File: src/rtl/wavetable_voice_scheduler.sv
// -----------------------------------------------------------------------------
// wavetable_voice_scheduler
//
// Shares one sine wavetable ROM among VOICES oscillator voices. Each voice has
// a phase accumulator and a phase increment. An accepted sample_tick starts a
// frame. During the frame the block sends one phase per clock to the ROM,
// voices 0..VOICES-1 in order, and advances each accumulator by its increment.
// Each ROM result comes back on the out_* port, tagged with its voice index.
//
// Optional feature (macro WAVETABLE_SCHEDULER_PHASE_RESET_EN):
//   Adds input phase_reset. At an edge where it is high, the phase of voice
//   inc_voice is cleared (note-on sync). This clear wins over that voice's
//   same-edge accumulate. The issue on that edge still sends the old phase to
//   the ROM.
//
// Ports:
//   clock        in   single clock, rising edge
//   reset        in   asynchronous, active-high
//   sample_tick  in   one-cycle frame start request
//   inc_wr       in   write strobe for a phase increment
//   inc_voice    in   voice addressed by inc_wr / phase_reset
//   inc_data     in   increment value to write
//   phase_reset  in   (macro only) clear phase of inc_voice
//   rom_phase    out  registered phase to the wavetable ROM
//   rom_q        in   ROM data, ROM_LATENCY edges after rom_phase
//   out_valid    out  out_voice/out_value valid this cycle
//   out_voice    out  voice index of out_value
//   out_value    out  registered amplitude for out_voice
//   busy         out  a frame is in progress
//   frame_done   out  high together with the last out_valid of a frame
//   overrun      out  one-cycle pulse after a rejected sample_tick
// -----------------------------------------------------------------------------

package wavetable_pkg;
  localparam int PHASE_INDEX_BITS = 10;
  localparam int AMPLITUDE_BITS   = 16;
  typedef logic        [PHASE_INDEX_BITS-1:0] phase_index_type;
  typedef logic signed [AMPLITUDE_BITS-1:0]   amplitude;
endpackage

module wavetable_voice_scheduler
  import wavetable_pkg::*;
#(
  parameter  int VOICES      = 8,
  parameter  int ROM_LATENCY = 2,
  localparam int VW          = $clog2(VOICES)
) (
  input  logic            clock,
  input  logic            reset,
  input  logic            sample_tick,
  input  logic            inc_wr,
  input  logic [VW-1:0]   inc_voice,
  input  phase_index_type inc_data,
`ifdef WAVETABLE_SCHEDULER_PHASE_RESET_EN
  input  logic            phase_reset,
`endif
  output phase_index_type rom_phase,
  input  amplitude        rom_q,
  output logic            out_valid,
  output logic [VW-1:0]   out_voice,
  output amplitude        out_value,
  output logic            busy,
  output logic            frame_done,
  output logic            overrun
);

  localparam logic [VW-1:0] LAST_VOICE = VW'(VOICES - 1);

  typedef enum logic [1:0] {
    IDLE,
    ISSUE,
    DRAIN
  } state_e;

  state_e          state_q;
  logic [VW-1:0]   issue_voice_q;
  phase_index_type phase_q [VOICES];
  phase_index_type inc_q   [VOICES];

  // Tag pipeline that runs alongside the ROM. Stage 0 is loaded on the issue
  // edge, together with rom_phase.
  logic [ROM_LATENCY-1:0] pipe_vld_q;
  logic [VW-1:0]          pipe_idx_q [ROM_LATENCY];

  phase_index_type rom_phase_q;
  logic            out_valid_q;
  logic [VW-1:0]   out_voice_q;
  amplitude        out_value_q;
  logic            busy_q;
  logic            frame_done_q;
  logic            overrun_q;

  logic            issuing;
  logic            phase_clr_d;
  phase_index_type phase_sum_d;
  logic            tail_vld;
  logic [VW-1:0]   tail_idx;

  assign issuing     = (state_q == ISSUE);
  assign phase_sum_d = phase_q[issue_voice_q] + inc_q[issue_voice_q];
  assign tail_vld    = pipe_vld_q[ROM_LATENCY-1];
  assign tail_idx    = pipe_idx_q[ROM_LATENCY-1];

`ifdef WAVETABLE_SCHEDULER_PHASE_RESET_EN
  assign phase_clr_d = phase_reset;
`else
  assign phase_clr_d = 1'b0;
`endif

  // Per-voice phase and increment storage.
  // NOTE: these arrays sit in the async reset on purpose. All phases and
  // increments must be zero after reset, so they cannot be a plain RAM
  // without reset.
  always_ff @(posedge clock or posedge reset) begin
    if (reset) begin
      for (int v = 0; v < VOICES; v++) begin
        phase_q[v] <= '0;
        inc_q[v]   <= '0;
      end
    end else begin
      for (int v = 0; v < VOICES; v++) begin
        // A phase clear wins over the accumulate of the voice being issued.
        // Increment writes take effect from the next issue of that voice.
        if (phase_clr_d && inc_voice == VW'(v)) begin
          phase_q[v] <= '0;
        end else if (issuing && issue_voice_q == VW'(v)) begin
          phase_q[v] <= phase_sum_d;
        end
        if (inc_wr && inc_voice == VW'(v)) begin
          inc_q[v] <= inc_data;
        end
      end
    end
  end

  // Frame FSM, tag pipeline and registered outputs.
  // NOTE: every register here uses non-blocking assignment. Then each
  // right-hand side reads the value from before the edge, which the
  // shift-register and issue logic depend on.
  always_ff @(posedge clock or posedge reset) begin
    if (reset) begin
      state_q       <= IDLE;
      issue_voice_q <= '0;
      pipe_vld_q    <= '0;
      for (int i = 0; i < ROM_LATENCY; i++) begin
        pipe_idx_q[i] <= '0;
      end
      rom_phase_q   <= '0;
      out_valid_q   <= 1'b0;
      out_voice_q   <= '0;
      out_value_q   <= '0;
      busy_q        <= 1'b0;
      frame_done_q  <= 1'b0;
      overrun_q     <= 1'b0;
    end else begin
      overrun_q <= sample_tick && (state_q != IDLE);

      case (state_q)
        IDLE: begin
          if (sample_tick) begin
            state_q       <= ISSUE;
            issue_voice_q <= '0;
            busy_q        <= 1'b1;
          end
        end
        ISSUE: begin
          rom_phase_q <= phase_q[issue_voice_q];
          if (issue_voice_q == LAST_VOICE) begin
            state_q <= DRAIN;
          end else begin
            issue_voice_q <= issue_voice_q + VW'(1);
          end
        end
        DRAIN: begin
          // Stay until the cycle that shows the last output is over, so that
          // busy covers that cycle too.
          if (frame_done_q) begin
            state_q <= IDLE;
            busy_q  <= 1'b0;
          end
        end
        default: state_q <= IDLE;
      endcase

      pipe_vld_q[0] <= issuing;
      pipe_idx_q[0] <= issue_voice_q;
      for (int i = 1; i < ROM_LATENCY; i++) begin
        pipe_vld_q[i] <= pipe_vld_q[i-1];
        pipe_idx_q[i] <= pipe_idx_q[i-1];
      end

      out_valid_q  <= tail_vld;
      frame_done_q <= tail_vld && (tail_idx == LAST_VOICE);
      if (tail_vld) begin
        out_voice_q <= tail_idx;
        out_value_q <= rom_q;
      end
    end
  end

  assign rom_phase  = rom_phase_q;
  assign out_valid  = out_valid_q;
  assign out_voice  = out_voice_q;
  assign out_value  = out_value_q;
  assign busy       = busy_q;
  assign frame_done = frame_done_q;
  assign overrun    = overrun_q;

endmodule

File: config.mk
export PLATFORM = sky130hd
export DESIGN_NAME = wavetable_voice_scheduler
export DESIGN_NICKNAME = d
export VERILOG_FILES = /design/src/rtl/wavetable_voice_scheduler.sv
export SDC_FILE = /design/constraint.sdc
export NUM_CORES = 1
export LEC_CHECK = 0
export BUFFER_PORTS_ARGS = -buffer_cell sky130_fd_sc_hd__buf_2
export CAP_MARGIN = 20
export CORE_ASPECT_RATIO = 0.7
export CORE_MARGIN = 2
export CORE_UTILIZATION = 39
export CTS_CLUSTER_SIZE = 14
export DETAILED_ROUTE_END_ITERATION = 8
export SETUP_SLACK_MARGIN = 0.1
export SYNTH_ARGS = -nofsm -noshare
export SYNTH_HDL_FRONTEND = slang
export SYNTH_SLANG_ARGS = --single-unit
File: constraint.sdc
create_clock -name clock -period 6.5 [get_ports clock]
set_input_delay 1.3 -clock clock [delete_from_list [all_inputs] [get_ports clock]]
set_output_delay 1.3 -clock clock [all_outputs]
set_load 0.01 [all_outputs]
==> run metrics, run 1 <==
fillcell total 2,222; most common cell in the netlist dfrtp_1; max cap viols 0; H-tree levels 1; vias in the first global route 6,083; worst vdd ir 290 uV; Detailed Route WL about 22 mm; Multi-input gate area 4050 um^2; cts hold-fix bufs 0; final setup vio count 0; Synth cell types 56; post-synthesis sequential area ratio 0.546; DR vias/cell 5.35; antenna violations before repair 0; Fin. Hold Viols 0; worst path required time 6840 ps; post-detailed-route wirelength per cell 19.0 um; antenna diode instance count 0; core region area roughly 24,000 um^2; first-pass GRT wire length 35.4 mm; post-CTS sizing 0; asr flop ratio synth 1.00; # nets final between 800 and 900; Starting Density 0.399; DIE HEIGHT 134 um; status complete, no violations; power density over cell area 552 nW/um^2; gp weighted congestion 0.811; Post-synth top cells dfrtp_1 (206), nand2_1 (135), mux2_2 (104), o21ai_0 (56), mux4_2 (40); FP Rows 47; # IOs 66; FMAX between 200 and 300 MHz; pins over their slew limit 0; Setup crit end kind flip-flop; largest net degree at the start of global routing 178; Finished Layout Cells 1,145; r2r setup slk 2720 ps; DP HPWL 14.2 mm; Clock Latency Late Sink 510 ps; synthesized flop and latch total 206; Cells after Synth 754; Detailed Route Iter0 Violations 435; Clock Tree Buf Depth 3; Placed Cells 1,104; total global routing overflow 0; share of cells above drive strength 1 0.325; Net Count, Synth 803; top_reg_cell synth dfrtp_1; top cells by area, synth dfrtp_1 (55%), mux2_2 (12%), mux4_2 (9.5%); syn_area_per_cell roughly 13 um^2; setup TNS 0 ps; relative slew slack 0.281; fin crit share 0.581; Synth area leader dfrtp_1; Chip Width ~190 um; total power approximately 6 mW; CP Launch Type flip-flop; RSZ-0062 raised after global routing no; root buffer cell clkbuf_16; worst setup margin 2720 ps; Layout area overhead 14.5%; dpl ws 2720 ps; CP Class flip-flop to flip-flop; Post-route DRC 0; Reg clk slew, reported paths 60 ps; CTS tree yes; setup bufs post-CTS 0; Num Clock Sinks 206; worst slew pin tran 1070 ps; Register Area 5160 um^2; post-route ant nets 0; number of enable flip-flop cells after synthesis 0; Die Area 25,500 um^2; Clock Skew 16.1 ps; CP max FO 22; Fin Hold WS 345 ps; Hold Crit Class flip-flop to flip-flop; post-synth top area share 0.546; static leakage power 4.81 nW; # port buffers 65; Syn. warnings 0; CP arrival 4110 ps; Post-Syn Area ~9400 um^2; CTS buffer count 22; gr usage total 0.178; via count 6,131; Tmin final 3780 ps; DR pass1 iterations 4
-- worst max-delay path, cell delays in order (launching register included) --
cell      delay (ps)
dfrtp_2          550
buf_4            440
mux4_2           570
nand2_1          100
nand2_1           90
ha_1             230
inv_1             80
fa_1             200
nor2b_1           50
o21ai_0          390
a211oi_1         150
o21ai_1          530
a41oi_1          200
-- report_power, final --
part / internal [mW] / switching (mW) / leakage, nW / total (mW)
combinational: 1.09 / 1.58 / 1.95 / 2.67
sequential: 1.75 / 0.300 / 2.50 / 2.05
clock: 0.753 / 0.497 / 0.362 / 1.25
-- metal layers --
metal / track usage / part of all wire / routed length, um / vias to the layer above
li1: - / - / - / 2834
met1: 0.277 / 0.51 / 11000 / 3114
met2: 0.259 / 0.42 / 9050 / 157
met3: 0.0379 / 0.064 / 1390 / 26
met4: 0.0314 / 0.014 / 310 / 0
met5: 0 / 0 / 0 / -
-- registers in the layout, indices dropped and copies added (netlist names) --
signal and count:
frame_done 1, rom_phase 10, pipe_vld_q 2, out_value 16, state_q 2, inc_q 80, tail_idx 3, out_voice 3
busy 1, issue_voice_q 3, overrun 1, phase_q 80, pipe_idx_q 3, out_valid 1
-- final timing paths --
kind,startpoint,end,cells after the start
worst max register to register,issue_voice_q[0],phase_q[48],12
worst max-delay path,issue_voice_q[0],phase_q[48],12
worst min register to register,pipe_vld_q[0],pipe_vld_q[1],0
max in group asynchronous,reset,issue_voice_q[0],3
worst min-delay path,pipe_vld_q[0],pipe_vld_q[1],0
min in group asynchronous,reset,inc_q[7],2
-- cell families after synthesis --
kind of cell               count (synthesis)  share of synthesized area
DFF                                      206                      0.546
and+or+nand+nor                          201                     0.0963
muxes                                    146                      0.222
AOI/OAI and AO/OA                        118                     0.0775
buffers and inverters                     56                     0.0266
adders and majority gates                 16                     0.0220
xor gates and xnor gates                  11                     0.0102
-- stage by stage --
step                      cell area [um^2]  utilization
after floorplan                       9450            -
after global placement               10100        0.425
after detailed placement             10100        0.425
after CTS                            10800        0.455
after global routing                 10800        0.457
final                                10800        0.457
-- layout make-up --
| cell class | instances | share of cell area |
|---|---|---|
| inverters | 16 | 0.00636 |
| well taps | 318 | 0.0368 |
| clock buffers | 34 | 0.0626 |
| flip-flops and latches | 206 | 0.477 |
| repair buffers | 74 | 0.0385 |
| clock inverters | 5 | 0.00463 |
| multi-input cells | 492 | 0.374 |
-- cell usage in the layout, fill, tap and decap left out, drive strengths merged, types with 9 or more instances in the layout --
cell type	instances
clkbuf	34
dfrtp	206
nand3	13
buf	74
ha	15
xor2	10
a21oi	12
o31ai	9
nor2	19
inv	15
a31oi	14
o21ai	57
mux2	104
nand2	135
mux4	40
Power figures use the tool's default switching activity.
==> run 2: changes to the inputs <==
==> constraint.sdc (replaced) <==
create_clock -name clock -period 3.06 [get_ports clock]
set_input_delay 0.612 -clock clock [delete_from_list [all_inputs] [get_ports clock]]
set_output_delay 0.612 -clock clock [all_outputs]
set_load 0.01 [all_outputs]
==> run 2 against run 1 <==
Compared with the run above: count of clock-buffer cells in the layout shrank 1; register-to-register slack lost 2700 ps; utilization grew 4.6 points; critical endpoint is now phase_q[59]; highest routed layer unchanged.
==> run metrics, run 2 (synthesis results as in run 1) <==
DIE HEIGHT 134 um (unchanged); post-detailed-route wirelength per cell 19.1 um (+0.34%); post-layout util 0.502 (+0.0457); # IOs 66 (unchanged); Starting Density 0.399 (unchanged); CP max FO 7 (-68%); total global routing overflow 0 (unchanged); core region area 23,700 um^2 (unchanged); DR vias/cell 5.30 (-1.1%); worst vdd ir 870 uV (+200%); Placed Cells 1,162 (+5.3%); sequential share of power 0.282 (-0.062); static leakage power 5.23 nW (+8.7%); NetSw 6.06 mW (+150%); gp weighted congestion 0.826 (+1.8%); Hold Crit Class primary input to async pin; dpl ws -123 ps (-2840 ps); vias in the first global route 6,595 (+8.4%); # nets final 938 (+8.9%); via count 6,461 (+5.4%); FMAX 327 MHz (+24%); largest net degree at the start of global routing 64 (-64%); setup TNS 0 ps (unchanged); pins over their slew limit 0 (unchanged); # port buffers 65 (unchanged); gr usage total 0.188 (+0.00971); CP Launch Type flip-flop; CTS tree yes; Chip Width 190 um (unchanged); Post-route DRC 0 (unchanged); Fin Hold WS 238 ps (-108 ps); Detailed Route WL 23.3 mm (+6.9%); fin crit share 0.998 (+0.417); post-route ant nets 0 (unchanged); cts hold-fix bufs 0 (unchanged); final setup vio count 0 (unchanged); worst slew pin tran 799 ps (-274 ps); commonest non-fill, non-tap cell in the layout dfrtp_1; max cap viols 0 (unchanged); Clock Tree Buf Depth 3 (unchanged); CTS buffer count 21 (-4.5%); FP Rows 47 (unchanged); Clock Power Share 0.164 (-0.045); RSZ-0062 raised after global routing yes; power density over cell area 1290 nW/um^2 (+130%); Clock Skew 9.13 ps (-6.96 ps); share of cells above drive strength 1 0.453 (+0.128); Num Clock Sinks 206 (unchanged); status complete, no violations; Die Area 25,500 um^2 (unchanged); worst setup margin 5.56 ps (-2720 ps); Clock Latency Late Sink 490 ps (-20 ps); DR pass1 iterations 4 (unchanged); Tmin final 3050 ps (-723 ps); internal power 9.33 mW (+160%); relative slew slack 0.466 (+0.185); Sw Ratio 0.394 (-0.00464); part of the power in combinational logic 0.555 (+0.108); Fin. Hold Viols 0 (unchanged); worst path required time 3480 ps (-3360 ps); commonest non-fill, non-tap cells in the layout dfrtp_1 (204), nand2_1 (115), mux2_2 (104), buf_4 (65), buf_2 (65); antenna diode instance count 0 (unchanged); antenna violations before repair 1 (+1); R2R depth 12 (unchanged); Setup crit end kind flip-flop; DP HPWL 15.6 mm (+10%); Finished Layout Cells 1,220 (+6.6%); root buffer cell clkbuf_16; Reg clk slew, reported paths 60 ps (about the same); CP Class flip-flop to flip-flop; CP arrival 3470 ps (-640 ps); Layout area overhead 26.0%; Detailed Route Iter0 Violations 376 (-14%); H-tree levels 1 (unchanged); first-pass GRT wire length 37.7 mm (+6.5%)
==> run 2: cell types whose count changed in the layout (fill, tap and decap cells not counted), sizes merged <==
cell	before	now
clkbuf	34	33
clkinv	4	2
buf	74	152
==> run 2: area by class of cell <==
cell class	instances	area, um^2
multi-input cells	492	4440
repair buffers	152	1160
well taps	318	398
inverters	16	71.3
flip-flops and latches	206	5160
fillers	2071	11800
clock buffers	33	631
clock inverters	3	40.0
==> run 2: routing by layer <==
layer	up-vias	GRT usage	share of wire
li1	3018	-	-
met1	3238	0.285	0.49
met2	172	0.277	0.42
met3	33	0.0411	0.065
met4	0	0.0396	0.019
met5	-	0	0
==> run 2: through the flow <==
stage                     total power [mW]  instance area, um^2
after floorplan                       8.63                 9500
after global placement                11.0                10600
after detailed placement              11.1                10600
after CTS                             14.8                11700
after global routing                  16.4                11900
final                                 15.4                11900
==> run 2: what timing repair did <==
action                     in CTS  in global routing
buffers inserted               13                  7
pin swaps                      23                 12
setup endpoints to repair      32                 47
gates cloned                    3                  0
gates resized for setup        55                 40
==> run 2: power groups by stage <==
| stage | Clock, mW | Sequential [mW] | Combinational [mW] |
|---|---|---|---|
| global route | 2.69 | 4.47 | 9.28 |
| finish | 2.52 | 4.34 | 8.54 |
| detailed placement | 0 | 4.38 | 6.70 |
| floorplan | 0 | 4.23 | 4.40 |
| CTS | 2.58 | 4.34 | 7.91 |
| global placement | 0 | 4.37 | 6.64 |
==> run 2: worst paths after layout <==
check / from / endpoint / slack (ps)
setup / recovery: issue_voice_q[0] / phase_q[59] / 6
setup reg to reg: issue_voice_q[0] / phase_q[59] / 6
hold / removal: reset / inc_q[25] / 240
max in group asynchronous: reset / phase_q[34] / 1900
min in group clock: pipe_idx_q[3] / tail_idx[0] / 350
hold reg to reg: pipe_idx_q[3] / tail_idx[0] / 350
==> run 2: worst max-delay path: stages, from the launching register on <==
cell and delay, ps:
dfrtp_2 480, buf_6 190, buf_12 140, mux4_2 500
nand2_1 80, nand2_1 120, ha_4 340, nand2_1 150
a2111oi_4 460, buf_6 190, buf_6 110, o2111ai_2 100
nand3_1 140
